--- src/rtl/game_pkg.sv ---
// Shared game types: shot FSM states and ammo defaults.
package game_pkg;

    typedef enum logic [1:0] {
        ST_IDLE     = 2'd0,
        ST_REQ      = 2'd1,
        ST_RESULT   = 2'd2,
        ST_COOLDOWN = 2'd3
    } shot_state_e;

    localparam int AMMO_MAX_DEF = 3;

    function automatic int max_int(input int a, input int b);
        return (a > b) ? a : b;
    endfunction

endpackage

--- src/rtl/mouse_shot_ctrl.sv ---
// Mouse-driven shot controller: button edge detect, ammo, hit-detector
// request/ack handshake with frame timeout, and post-shot cooldown.
module mouse_shot_ctrl
    import game_pkg::*;
#(
    parameter int AMMO_MAX        = AMMO_MAX_DEF,
    parameter int COOLDOWN_FRAMES = 10,
    parameter int TIMEOUT_FRAMES  = 2
) (
    input  logic       clk,
    input  logic       rst,
    input  logic [9:0] xpos_in,
    input  logic [9:0] ypos_in,
    input  logic       mouse_left_in,
    input  logic       frame_tick,
    input  logic       reload_in,
    input  logic       hit_ack,
    input  logic       hit_in,
    output logic       shot_req,
    output logic [9:0] shot_x,
    output logic [9:0] shot_y,
    output logic       hit_pulse,
    output logic       miss_pulse,
    output logic [1:0] ammo,
    output logic       busy
);

    localparam int CNT_MAX = max_int(COOLDOWN_FRAMES, TIMEOUT_FRAMES);
    localparam int CNT_W   = $clog2(CNT_MAX + 1);

    localparam logic [CNT_W-1:0] TO_LAST = CNT_W'(TIMEOUT_FRAMES - 1);
    localparam logic [CNT_W-1:0] CD_LAST = CNT_W'(COOLDOWN_FRAMES - 1);
    localparam logic [1:0]       AMMO_FULL = 2'(AMMO_MAX);

    shot_state_e      state;
    logic [CNT_W-1:0] frame_cnt;
    logic             btn_cur;
    logic             btn_prev;
    logic             armed;
    logic             result_hit;
    logic             press;

    // armed stays low until the raw button is seen released after reset
    assign press = btn_cur & ~btn_prev & armed;

    always_ff @(posedge clk or posedge rst) begin
        if (rst) begin
            btn_cur  <= 1'b0;
            btn_prev <= 1'b0;
            armed    <= 1'b0;
        end else begin
            btn_cur  <= mouse_left_in;
            btn_prev <= btn_cur;
            armed    <= armed | ~mouse_left_in;
        end
    end

    always_ff @(posedge clk or posedge rst) begin
        if (rst) begin
            state      <= ST_IDLE;
            frame_cnt  <= '0;
            ammo       <= AMMO_FULL;
            shot_x     <= '0;
            shot_y     <= '0;
            result_hit <= 1'b0;
        end else begin
            unique case (state)
                ST_IDLE: begin
                    if (reload_in) begin
                        ammo <= AMMO_FULL;
                    end else if (press && ammo != 2'd0) begin
                        shot_x    <= xpos_in;
                        shot_y    <= ypos_in;
                        ammo      <= ammo - 2'd1;
                        frame_cnt <= '0;
                        state     <= ST_REQ;
                    end
                end
                ST_REQ: begin
                    if (hit_ack) begin
                        result_hit <= hit_in;
                        state      <= ST_RESULT;
                    end else if (frame_tick) begin
                        if (frame_cnt == TO_LAST) begin
                            result_hit <= 1'b0;
                            state      <= ST_RESULT;
                        end else begin
                            frame_cnt <= frame_cnt + 1'b1;
                        end
                    end
                end
                ST_RESULT: begin
                    frame_cnt <= '0;
                    state     <= ST_COOLDOWN;
                end
                ST_COOLDOWN: begin
                    if (frame_tick) begin
                        if (frame_cnt == CD_LAST) begin
                            frame_cnt <= '0;
                            state     <= ST_IDLE;
                        end else begin
                            frame_cnt <= frame_cnt + 1'b1;
                        end
                    end
                end
                default: state <= ST_IDLE;
            endcase
        end
    end

    assign shot_req   = (state == ST_REQ);
    assign hit_pulse  = (state == ST_RESULT) &  result_hit;
    assign miss_pulse = (state == ST_RESULT) & ~result_hit;
    assign busy       = (state != ST_IDLE);

endmodule

--- config.mk ---
export PLATFORM = sky130hd
export DESIGN_NAME = mouse_shot_ctrl
export DESIGN_NICKNAME = d
export VERILOG_FILES = /design/src/rtl/game_pkg.sv /design/src/rtl/mouse_shot_ctrl.sv
export SDC_FILE = /design/constraint.sdc
export NUM_CORES = 1
export LEC_CHECK = 0
export ABC_AREA = 1
export BUFFER_PORTS_ARGS = -buffer_cell sky130_fd_sc_hd__clkbuf_2
export CORE_UTILIZATION = 53
export DETAILED_ROUTE_END_ITERATION = 8
export PLACE_DENSITY = 0.81
export SYNTH_ARGS = -nofsm -noshare
export SYNTH_HDL_FRONTEND = slang
export SYNTH_SLANG_ARGS = --single-unit
--- constraint.sdc ---
create_clock -name clk -period 3.04 [get_ports clk]
set_input_delay 0.304 -clock clk [delete_from_list [all_inputs] [get_ports clk]]
set_output_delay 0.304 -clock clk [all_outputs]
set_load 0.01 [all_outputs]
==> run summary <==
outcome = finished, final reports clean
CTS tree = built
drc violations = 0
Max Fclk = 553.2 MHz
CP Class = register to register
Post-synth EDFFs = 0
DIE HEIGHT = 55.98 um
Top Ports = 53
Leakage = 1.118 nW
die footprint = 0.003133 sq mm
RSZ-0062 raised after global routing = no
Final TNS setup = 0 ps
Mapped Cells = 193
final WL = 2.906 mm
post-synth net total = 227
Highest Signal Layer = met4
post-route ant nets = 0
Sink Count = 32
Core Region = 0.002758 sq mm
PortBufs = 52
Die Wd = 55.98 um
WP data arrival = 2030 ps
Async SR Flop Fraction = 100.0%
initial core utilization = 55.99%
CTS Buf Count = 5
fill cell count = 233
synthesized cell area = 0.001544 sq mm
first-pass GRT wire length = 5.030 mm
postcts setup bufs = 0
cell total after placement = 274
post-cts hold buffer count = 0
Synth top cells by count = 93 x nand2_1, 30 x dfrtp_1, 18 x inv_1, 12 x nand3_1, 11 x nor2_1
Worst slew margin = 74.09%
length of routed met2 wiring = 1.337 mm
ant diodes = 0
DRT Pass-1 Iters = 4
Crit Path Max Fanout = 20
Row Count = 19
routed vias/inst = 4.805
vias after detailed routing = 1,355
sequential share of the synthesized area = 52.03%
Yosys cell types = 18
CTS Buffer Depth = 2
setup violators final = 0
Clock Skew = 14.95 ps
Worst-Skew Late Latency = 330 ps
worst vdd ir = 0.7455 mV
Slew Limit Fails = 0
top_reg_cell synth = dfrtp_1
area growth from synthesis to layout = 21.96%
Post-CTS Resized = 0
startpoint types = register
WL/cell = 10.30 um
Area contributors post-synth = dfrtp_1 49%, nand2_1 23%, ha_1 5.7%
Worst setup EP type = register
CTS root buffer = clkbuf_4
routability cong. = 0.7920
grt ovf = 0
post-DP HPWL = 2.210 mm
vias in the first global route = 1,195
fin nets = 284
MaxCap Viol Count = 0
minimum clock period = 1808 ps
htree depth = 2
Required @ worst endpoint = 3260 ps
worst hold path type = input port to async pin
Worst-path clk slew = 110 ps
DRT met1 WL = 1.339 mm
DRT iter0 DRCs = 49
average size of a mapped cell = 8.000 sq um
area share of the largest cell type after synthesis = 48.62%
cell with the most instances after synthesis = nand2_1
final hold vios = 0
leading area contributor after synthesis = dfrtp_1
layout cells sized above 1 = 26.69%
initial antenna violation count = 0
power per cell area = 880.4 mW/mm^2
fin crit share = 59.46%
routed wl met3 = 166 um
final non-filler cell total = 282
Worst-Margin Slew = 388.6 ps
warnings from Yosys = 0
sequential cell area = 803.3 sq um
Pwr Total = 0.001658 W
largest net degree at the start of global routing = 33
Tot GR Track Use = 21.29%
Synth Register Bits = 32
worst-case reg-to-reg path depth = 8
multi-input logic area = 628.1 sq um
-- registers in the layout (all words and copies together), names as in the netlist --
register and flops:
shot_x 10, shot_y 10, frame_cnt 4, ammo 2, state 2, armed 1
btn_cur 1, btn_prev 1, result_hit 1
-- final timing paths --
kind                       slack, ps      endpoint           from
setup reg to reg                1230     shot_y[5]        ammo[1]
min in group clk                 100       btn_cur  mouse_left_in
hold reg to reg                  360      btn_prev        btn_cur
setup / recovery                1230     shot_y[5]        ammo[1]
max in group asynchronous       2690       ammo[0]            rst
hold / removal                    10  frame_cnt[0]            rst
-- report_power, final --
| part | internal, W | leakage, nW | switching (W) |
|---|---|---|---|
| combinational | 0.000270 | 0.692 | 0.000422 |
| clock | 0.000113 | 0.0315 | 0.000143 |
| sequential | 0.000600 | 0.394 | 0.000109 |
-- placed cells by master (no fill, tap or decap) --
cell | netlist | final
dfrtp_1 | 30 | 30
nor3_1 | 1 | 1
clkbuf_2 | 0 | 52
clkbuf_4 | 0 | 5
nor3_4 | 1 | 1
nand2_1 | 93 | 93
a21oi_1 | 6 | 6
nand3_1 | 12 | 12
nand2_2 | 1 | 1
nand4_1 | 1 | 1
nor2_1 | 11 | 11
xnor2_1 | 1 | 1
clkinvlp_4 | 0 | 1
clkbuf_1 | 0 | 1
clkbuf_8 | 0 | 1
ha_1 | 7 | 7
inv_1 | 18 | 18
o21ai_0 | 2 | 2
o21bai_1 | 1 | 1
inv_2 | 2 | 2
dfstp_2 | 2 | 2
buf_4 | 2 | 2
-- per-stage QoR --
step,area (sq um),util [%],hold slack [ps],worst slack (ps)
2_1_floorplan,1544,-,335.4,1481
3_3_place_gp,1821,66.02,359.4,1278
3_5_place_dp,1821,66.02,361.2,1224
4_1_cts,1883,68.28,12.10,1203
5_1_grt,1883,68.28,38.28,1041
6_report,1883,68.28,10.61,1232
-- cell type report --
cell class	count	area share, %
clock buffers	7	2.924
clock inverters	1	0.3987
inverters	20	3.987
multi-input cells	137	33.36
flip-flops and latches	32	42.66
well taps	31	2.060
repair buffers	54	14.62
-- critical path, stage by stage, from the launching register on --
cell and delay [ps]:
dfstp_2 560, inv_1 40, ha_1 180, nor2_1 110
nand2_2 90, nor3_4 300, inv_2 230, nand2_1 120
nand2_1 60
-- cell families after synthesis --
kind of cell / after synthesis / synth area share [%]
AND/OR/NAND/NOR: 120 / 31.36
XOR/XNOR: 1 / 0.5674
buffers and inverters: 24 / 7.293
adder cells (fa/ha/maj): 7 / 5.672
AO/OA/AOI/OAI: 9 / 3.080
flip-flops: 32 / 52.03
-- layer usage --
layer	global-route usage, %	up-vias
met4	8.711	0
met5	0	-
li1	-	706
met2	31.29	43
met1	28.59	598
met3	7.907	8
(Power assumes the default switching activity.)
